--- config.mk ---
export PLATFORM = sky130hd
export DESIGN_NAME = store_buffer
export DESIGN_NICKNAME = d
export VERILOG_FILES = /design/src/rtl/store_buf_pkg.sv /design/src/rtl/store_buf_fwd_match.sv /design/src/rtl/store_buffer.sv
export SDC_FILE = /design/constraint.sdc
export NUM_CORES = 1
export LEC_CHECK = 0
export ABC_AREA = 1
export CAP_MARGIN = 20
export CORE_MARGIN = 4
export CORE_UTILIZATION = 45
export CTS_CLUSTER_DIAMETER = 100
export DETAILED_ROUTE_END_ITERATION = 7
export DONT_BUFFER_PORTS = 1
export HOLD_SLACK_MARGIN = 0.15
export SLEW_MARGIN = 30
export SYNTH_ARGS = -nofsm -noshare
export SYNTH_HDL_FRONTEND = slang
export SYNTH_SLANG_ARGS = --single-unit
--- constraint.sdc ---
create_clock -name clk -period 5.2 [get_ports clk]
set_input_delay 1.04 -clock clk [delete_from_list [all_inputs] [get_ports clk]]
set_output_delay 1.04 -clock clk [all_outputs]
set_load 0.01 [all_outputs]
--- src/rtl/store_buf_pkg.sv ---
// store_buf_pkg: shared widths, entry layout and pointer sizing for the store buffer.
package store_buf_pkg;
  localparam int SB_DEPTH = 4;
  localparam int SB_ADDR_W = 32;
  localparam int SB_DATA_W = 32;
  typedef struct packed {
    logic valid;
    logic [SB_ADDR_W-3:0] addr;
    logic [SB_DATA_W-1:0] data;
  } sb_entry_t;
  function automatic int ptr_w(input int depth);
    return $clog2(depth);
  endfunction
endpackage

--- src/rtl/store_buf_fwd_match.sv ---
// store_buf_fwd_match: youngest-first word-index match over the buffer entries.
module store_buf_fwd_match import store_buf_pkg::*; #(
  parameter int DEPTH = SB_DEPTH,
  parameter int AW = SB_ADDR_W - 2
) (
  input  logic [DEPTH-1:0]               valid_i,
  input  logic [DEPTH-1:0][AW-1:0]       addr_i,
  input  logic [ptr_w(DEPTH)-1:0]        tail_i,
  input  logic [AW-1:0]                  word_i,
  output logic                           hit_o,
  output logic [ptr_w(DEPTH)-1:0]        idx_o
);
  localparam int PW = ptr_w(DEPTH);
  logic [PW-1:0] j;
  // walk oldest to youngest so the last match (nearest tail-1) wins
  always_comb begin
    hit_o = 1'b0;
    idx_o = '0;
    j = '0;
    for (int k = DEPTH; k >= 1; k--) begin
      j = tail_i - PW'(k);
      if (valid_i[j] && addr_i[j] == word_i) begin
        hit_o = 1'b1;
        idx_o = j;
      end
    end
  end
endmodule

--- src/rtl/store_buffer.sv ---
// store_buffer: word-granular store FIFO with load forwarding and idle-cycle drain.
// Optional in-place store merging when STORE_BUF_MERGE_EN is defined.
module store_buffer import store_buf_pkg::*; #(
  parameter int DEPTH = SB_DEPTH,
  parameter int ADDR_W = SB_ADDR_W,
  parameter int DATA_W = SB_DATA_W
) (
  input  logic              clk,
  input  logic              reset,
  input  logic              MemRead,
  input  logic              MemWrite,
  input  logic [ADDR_W-1:0] Address,
  input  logic [DATA_W-1:0] WriteData,
  output logic [DATA_W-1:0] ReadData,
  output logic              Stall,
  output logic              Empty,
  output logic [ADDR_W-1:0] DmAddress,
  output logic [DATA_W-1:0] DmWriteData,
  output logic              DmMemRead,
  output logic              DmMemWrite,
  input  logic [DATA_W-1:0] DmReadData
);
  localparam int PW = ptr_w(DEPTH);
  localparam int AW = ADDR_W - 2;
  localparam logic [PW:0] FULL = (PW+1)'(DEPTH);
  typedef struct packed {
    logic valid;
    logic [AW-1:0] addr;
    logic [DATA_W-1:0] data;
  } ent_t;
  ent_t [DEPTH-1:0] ent_q, ent_d;
  logic [PW-1:0] head_q, head_d, tail_q, tail_d, idx;
  logic [PW:0] count_q, count_d;
  logic [DEPTH-1:0] vld;
  logic [DEPTH-1:0][AW-1:0] addrs;
  logic [AW-1:0] word;
  logic hit, load, store, merge, enq, drain;
  assign word = Address[ADDR_W-1:2];
  always_comb begin
    vld = '0;
    addrs = '0;
    for (int i = 0; i < DEPTH; i++) begin
      vld[i] = ent_q[i].valid;
      addrs[i] = ent_q[i].addr;
    end
  end
  store_buf_fwd_match #(.DEPTH(DEPTH), .AW(AW)) u_match (
    .valid_i(vld),
    .addr_i (addrs),
    .tail_i (tail_q),
    .word_i (word),
    .hit_o  (hit),
    .idx_o  (idx)
  );
  // a simultaneous read and write is resolved as a load
  assign load = MemRead;
  assign store = MemWrite & ~MemRead;
`ifdef STORE_BUF_MERGE_EN
  assign merge = store & hit;
`else
  assign merge = 1'b0;
`endif
  assign Stall = store & ~merge & (count_q == FULL);
  assign enq = store & ~merge & ~Stall;
  assign drain = ~load & (~store | Stall) & (count_q != '0);
  assign Empty = count_q == '0;
  assign DmMemWrite = drain;
  assign DmMemRead = load & ~hit;
  assign DmAddress = drain ? {ent_q[head_q].addr, 2'b00} : DmMemRead ? Address : '0;
  assign DmWriteData = drain ? ent_q[head_q].data : '0;
  assign ReadData = !load ? '0 : hit ? ent_q[idx].data : DmReadData;
  always_comb begin
    ent_d = ent_q;
    head_d = head_q + PW'(drain);
    tail_d = tail_q + PW'(enq);
    count_d = count_q + (PW+1)'(enq) - (PW+1)'(drain);
    if (enq) ent_d[tail_q] = '{valid: 1'b1, addr: word, data: WriteData};
    if (merge) ent_d[idx].data = WriteData;
    if (drain) ent_d[head_q].valid = 1'b0;
  end
  // entry payloads are left unreset; only occupancy state is cleared
  always_ff @(posedge clk) begin
    if (reset) begin
      head_q <= '0;
      tail_q <= '0;
      count_q <= '0;
      for (int i = 0; i < DEPTH; i++) ent_q[i].valid <= 1'b0;
    end else begin
      head_q <= head_d;
      tail_q <= tail_d;
      count_q <= count_d;
      ent_q <= ent_d;
    end
  end
`ifndef SYNTHESIS
  always_ff @(posedge clk) if (!reset) assert (!(MemRead && MemWrite));
`endif
endmodule

* Word-level counts from Yosys, hierarchy flattened
Index checks and enable logic that the tools add are counted.
Cells by class: divide/modulo/power cells 0, add/sub/neg operators 7, mux-type cells 41, shift-type cells 0, reduce and logical (&&, ||, !) cells 8, $lt $le $gt $ge 8, multipliers 0, equal/unequal tests 5, bitwise logic cells 11
Operators by type and width (count):
- $bwmux W252 | 2
- $mux W252 | 2
- $bmux W63 S2 | 2
- $demux W63 S2 | 2
- $bmux W30 S2 | 4
- $mux W32 | 6
- $mux W63 | 2
- $eq A30 B30 Y1 | 4
- $mux W30 | 4
- $mux W62 | 1
- $lt A2 B3 Y1 const B | 6
- $bmux W1 S2 | 4
- $mux W1 | 8
- $mux W2 | 4
- $and A1 B1 Y1 | 6
- $logic_and A1 B1 Y1 | 6
- $add A2 B1 Y2 | 2
- $ge A2 B1 Y1 const B | 2
- $not A1 Y1 | 4
- $sub A2 B2 Y2 const B | 2
- $add A3 B1 Y3 | 1
- $eq A3 B3 Y1 const B | 1
- $logic_not A3 Y1 | 1
- $reduce_bool A3 Y1 | 1
- 3 further kinds | 3
Storage, ports and cells: memory bits (writable) 0, memory bits (read-only) 0, memories kept 0, word-level logic and storage cells 95, bits in latches 0, output and inout bits 100, input bits 100, register bits 259

* Longest topological paths before layout
depth after elaboration 12, mapped depth 25, mapped depth without buffers 21

* Modules after synthesis
A second synthesis with hierarchy kept.
Second synthesis, totals: cells, all modules 2599, area total of the unflattened synthesis 17485.5 um^2
Modules (own cells, without submodules):
- store_buffer | seq. area each 7667.4 um^2, instances 1, area an instance 12101.6 um^2, cells an instance 1295
- store_buf_fwd_match | seq. area each 0.0 um^2, instances 1, area an instance 5383.9 um^2, cells an instance 1304

* Worst setup path before layout
Ideal clock, no wire load.
path kind in2reg, from input port MemRead, to register with a tool-made name, path buffers 0, setup time 484 ps, stages 3, data arrival time 3954 ps, path slack 762 ps, required time 4716 ps, cells stage by stage inv_1 -> nand3_1 -> nor2_1
RTL lines:
- start, declared | line store_buffer.sv:10 | input logic MemRead,

* Worst setup path in the final report
from register tail_q[0], to output port DmAddress[24]
Between the ends: cells in the longest elaborated chain, start to end 12, elaborated cells on any way between the ends 35, classes of those cells add/sub (3); eq/ne (4); mux (22); bitwise (2); reduce/logical (4)
RTL lines:
- start, declared | line store_buffer.sv:32 | logic [PW-1:0] head_q, head_d, tail_q, tail_d, idx;
- start signal, assigned | line store_buffer.sv:90 | tail_q <= tail_d;
- $sub A2 B2 Y2 or $bmux W30 S2 (tied branches) | line store_buf_fwd_match.sv:21, store_buf_fwd_match.sv:22
- $bmux W30 S2 or $mux W30 (tied branches) | line store_buf_fwd_match.sv:22 | if (valid_i[j] && addr_i[j] == word_i) begin
- $mux W30 (implied by the code) or $eq A30 B30 Y1 (tied branches) | line store_buf_fwd_match.sv:22
- $eq A30 B30 Y1 or $logic_and A1 B1 Y1 (tied branches) | line store_buf_fwd_match.sv:22
- $logic_and A1 B1 Y1 or $mux W1 (tied branches) | line store_buf_fwd_match.sv:22
- $mux W1 (2 in a row) | line store_buf_fwd_match.sv:22
- $mux W1 * | line store_buf_fwd_match.sv:22
- $not A1 Y1 * | line store_buffer.sv:68 | assign DmMemRead = load & ~hit;
- $and A1 B1 Y1 * | line store_buffer.sv:68
- $mux W32 * (2 in a row) | line store_buffer.sv:69 | assign DmAddress = drain ? {ent_q[head_q].addr, 2'b00} : DmMemRead ? Address : '0;
- end, declared | line store_buffer.sv:17 | output logic [ADDR_W-1:0] DmAddress,
Mark *: on every way between the ends. The rest lies on a longest branch, timed or not. The select of a mux whose other input is x is not followed.

==> impl_metrics.py <==
metrics = {
    "finish": {
        "regArea_mm2": 0.00767,
        "syn_to_final_growth_pct": 13.3,
        "multi_input_area_mm2": 0.00794,
        "num-fill-cells": 3361,
        "diodes": 0,
        "fin_nets": 2313,
        "layout-drive-gt1-share_pct": 8.14,
    },
    "clocking": {
        "clock_latency_ns": 0.60,
        "clk_pin_slew_ns": 0.06,
        "numCtsBuffers": 30,
        "htreeDepth": 1,
        "cts_tree": "done",
        "cts-hold-fix-buffers": 0,
        "cts_setup_buffers": 0,
        "clk_path_buf_depth": 3,
        "cts_root_buffer": "clkbuf_16",
        "cts.sinks": 259,
    },
    "synthesis": {
        "ys_top_cells_by_area": "edfxtp_1, nand3_1, nand2_1",
        "yosysTopAreaCell": "edfxtp_1",
        "synth_cell_types": 29,
        "netlist_instances": 2197,
        "yosysWarnings": 0,
        "synth_top_area_share_pct": 45.5,
        "synth_area_mm2": 0.0164,
        "ys_ff_latch": 259,
        "syn_avg_cell_area_um2": 7.45,
        "ys_seq_area_share_pct": 46.8,
        "synth_nets": 2305,
    },
    "power_and_ir_drop": {
        "power.density_mw_per_mm2": 368,
        "vdd_drop_max_uv": 252,
        "p_total_w": 0.00682,
        "p_leak_nw": 7.65,
    },
    "timing": {
        "finClkSkew_ns": 0.0280,
        "final-hold-violation-count": 0,
        "tightest_slew_ns": 0.897,
        "relSlewSlack_pct": 40.0,
        "final.setup.tns_ns": 0,
        "slew_viol_final": 0,
        "fin_crit_ns": 4.94,
        "setup_violations": 0,
        "rsz0062_at_grt": "false",
        "fmax_mhz": 203,
        "worst_slack_ns": 0.264,
        "period_share_pct": 94.9,
    },
    "routing": {
        "wire_per_inst_um": 22.0,
        "vias": 16400,
        "routed_wl_um": 59100,
        "detailedRoute.firstIterationViolations": 1870,
        "route.detailed.drc": 0,
        "firstDrtPassIters": 6,
        "antenna_left": 0,
        "viasPerCell": 6.11,
    },
    "placed_design": {
        "dp_slack_ns": 0.627,
        "io_buffers": 0,
        "gp_congestion": 0.961,
        "post-dp-hpwl_um": 36600,
    },
    "critical_path": {
        "cp_common_cell": "nand2_1",
        "arrival_ns": 3.90,
        "crit_end": "DmAddress[24]",
        "slowest_stage": "dfxtp_4",
        "rr_endpoint": "count_q[2]",
        "worstPathRequired_ns": 4.16,
        "cp_max_fo": 22,
        "startpoint_type": "flip-flop",
        "rr_worst_depth": 11,
        "slowest_delay_ns": 0.42,
        "r2r_setup_slack_ns": 2.55,
        "r2r_start": "count_q[1]",
        "path_cells": "inv_4, ha_4, inv_4, buf_12, nand3_1, nand2_1, nand2_1, nand2_1, nor2_1, nand2_1, nor2_1, nand2_1, nor2_2, nor4_2, nand2_1, buf_4, o21ai_0, buf_4",
        "cp-startpoint": "tail_q[0]",
        "worstSetupPathType": "flip-flop to output port",
        "end_kind": "output port",
    },
    "floorplanning": {
        "die_width_um": 199,
        "fp.coreArea_mm2": 0.0357,
        "rows": 69,
        "die_area_mm2": 0.0395,
        "fp.dieH_um": 199,
        "initial_core_util_pct": 45.8,
        "ios": 200,
    },
    "global_route": {
        "grt_max_degree": 132,
        "grt_pass1_vias": 15500,
        "grtUsageTotal_pct": 27.7,
        "grt_overflow": 0,
        "grt_pass1_wl_um": 86200,
        "antenna_found_initial": 0,
    },
    "run": {
        "maxCapViolCount": 0,
    },
    "run_status": {
        "status": "completed",
    },
    "min_path": {
        "hold_class": "primary input to flip-flop",
    },
}
-- critical path, delay by kind of cell (launching register included) --
family | cells | cell delay (ns)
DFF | 1 | 0.42
adders and majority gates | 1 | 0.31
AOI/OAI and AO/OA | 1 | 0.39
and+or+nand+nor | 11 | 1.24
buffers and inverters | 5 | 0.91
-- stage by stage --
stage	area (um^2)	hold WS, ns	cells	util, %
global route	18500	0.483	2685	51.9
global placement	17300	0.546	2624	48.3
CTS	18200	0.469	2675	51.0
finish	18500	0.496	2685	51.9
floorplan	16400	0.522	2197	-
detailed placement	17300	0.562	2624	48.3
-- synthesized netlist by cell type --
| library cell | n |
|---|---|
| nand2_1 | 793 |
| nand3_1 | 633 |
| edfxtp_1 | 248 |
| nor2_1 | 96 |
| o22ai_1 | 68 |
| buf_2 | 58 |
| inv_1 | 57 |
| clkbuf_1 | 55 |
| o21ai_0 | 43 |
| nor3_1 | 37 |
| nand4_1 | 35 |
| buf_4 | 11 |
| dfxtp_1 | 11 |
| buf_1 | 8 |
| ha_1 | 7 |
| inv_2 | 7 |
| o21ai_1 | 7 |
| a21oi_1 | 5 |
| xor2_1 | 4 |
| nand2b_1 | 3 |
| xnor2_1 | 3 |
| a21oi_2 | 1 |
| buf_6 | 1 |
| clkinv_1 | 1 |
| fa_1 | 1 |
| nand2_2 | 1 |
| nor2_2 | 1 |
| nor2_4 | 1 |
| nor4_1 | 1 |
-- placed cells by master (no fill, tap or decap), drive strengths merged --
master / netlist / routed
dfxtp: 11 / 11
o22ai: 68 / 68
a21oi: 6 / 6
edfxtp: 248 / 248
nand3: 633 / 633
o21ai: 50 / 50
nor4: 1 / 1
clkinv: 1 / 14
nand4: 35 / 35
clkbuf: 55 / 40
buf: 78 / 101
bufinv: 0 / 2
nor3: 37 / 37
nor2: 98 / 98
fa: 1 / 1
nand2: 794 / 795
xnor2: 3 / 3
xor2: 4 / 4
nand2b: 3 / 3
ha: 7 / 7
clkinvlp: 0 / 3
inv: 64 / 64
-- metal layers --
metal	track usage [%]	part of all wire, %	wire length, um	vias to the layer above
met5	0	0	0	-
met4	11.6	4.4	2620	0
li1	-	-	-	7660
met3	5.83	9.8	5790	178
met1	35.2	39	23000	7655
met2	46.1	47	27700	915
-- power by group --
| group | leakage (nW) | internal (W) | switching, W |
|---|---|---|---|
| registers | 2.33 | 0.00236 | 0.0000555 |
| clock network | 0.447 | 0.00115 | 0.000885 |
| logic | 4.87 | 0.000763 | 0.00161 |
-- repair_timing --
| action | in CTS | in global routing |
|---|---|---|
| setup endpoints to repair | 3 | 44 |
| gates cloned | 0 | 9 |
| pin swaps | 0 | 1 |
| resized for setup | 2 | 24 |
-- final cells by class --
type,instances,share of cell area [%]
timing repair buffer,108,6.27
sequential,259,41.4
clock inverter,18,0.951
tap,461,3.11
multi-input combinational,1741,42.8
inverter,65,1.36
clock buffer,33,4.11
-- cells by family after synthesis --
kind of cell / count (synthesis) / share of synthesized area [%]
flip-flops: 259 / 46.8
AND/OR/NAND/NOR: 1601 / 42.5
buffers and inverters: 198 / 5.28
AO/OA/AOI/OAI: 124 / 4.33
adder cells (fa/ha/maj): 8 / 0.657
XOR/XNOR: 7 / 0.375
-- how the worst min path moves through the flow --
stage | to | cells after the start | from
after CTS | tail_q[0] | 1 | reset
after floorplan | count_q[0] | 2 | count_q[0]
final | tail_q[0] | 1 | reset
after global routing | head_q[0] | 1 | reset
after global placement | count_q[0] | 2 | count_q[0]
after detailed placement | count_q[0] | 2 | count_q[0]
(Power assumes the default switching activity.)
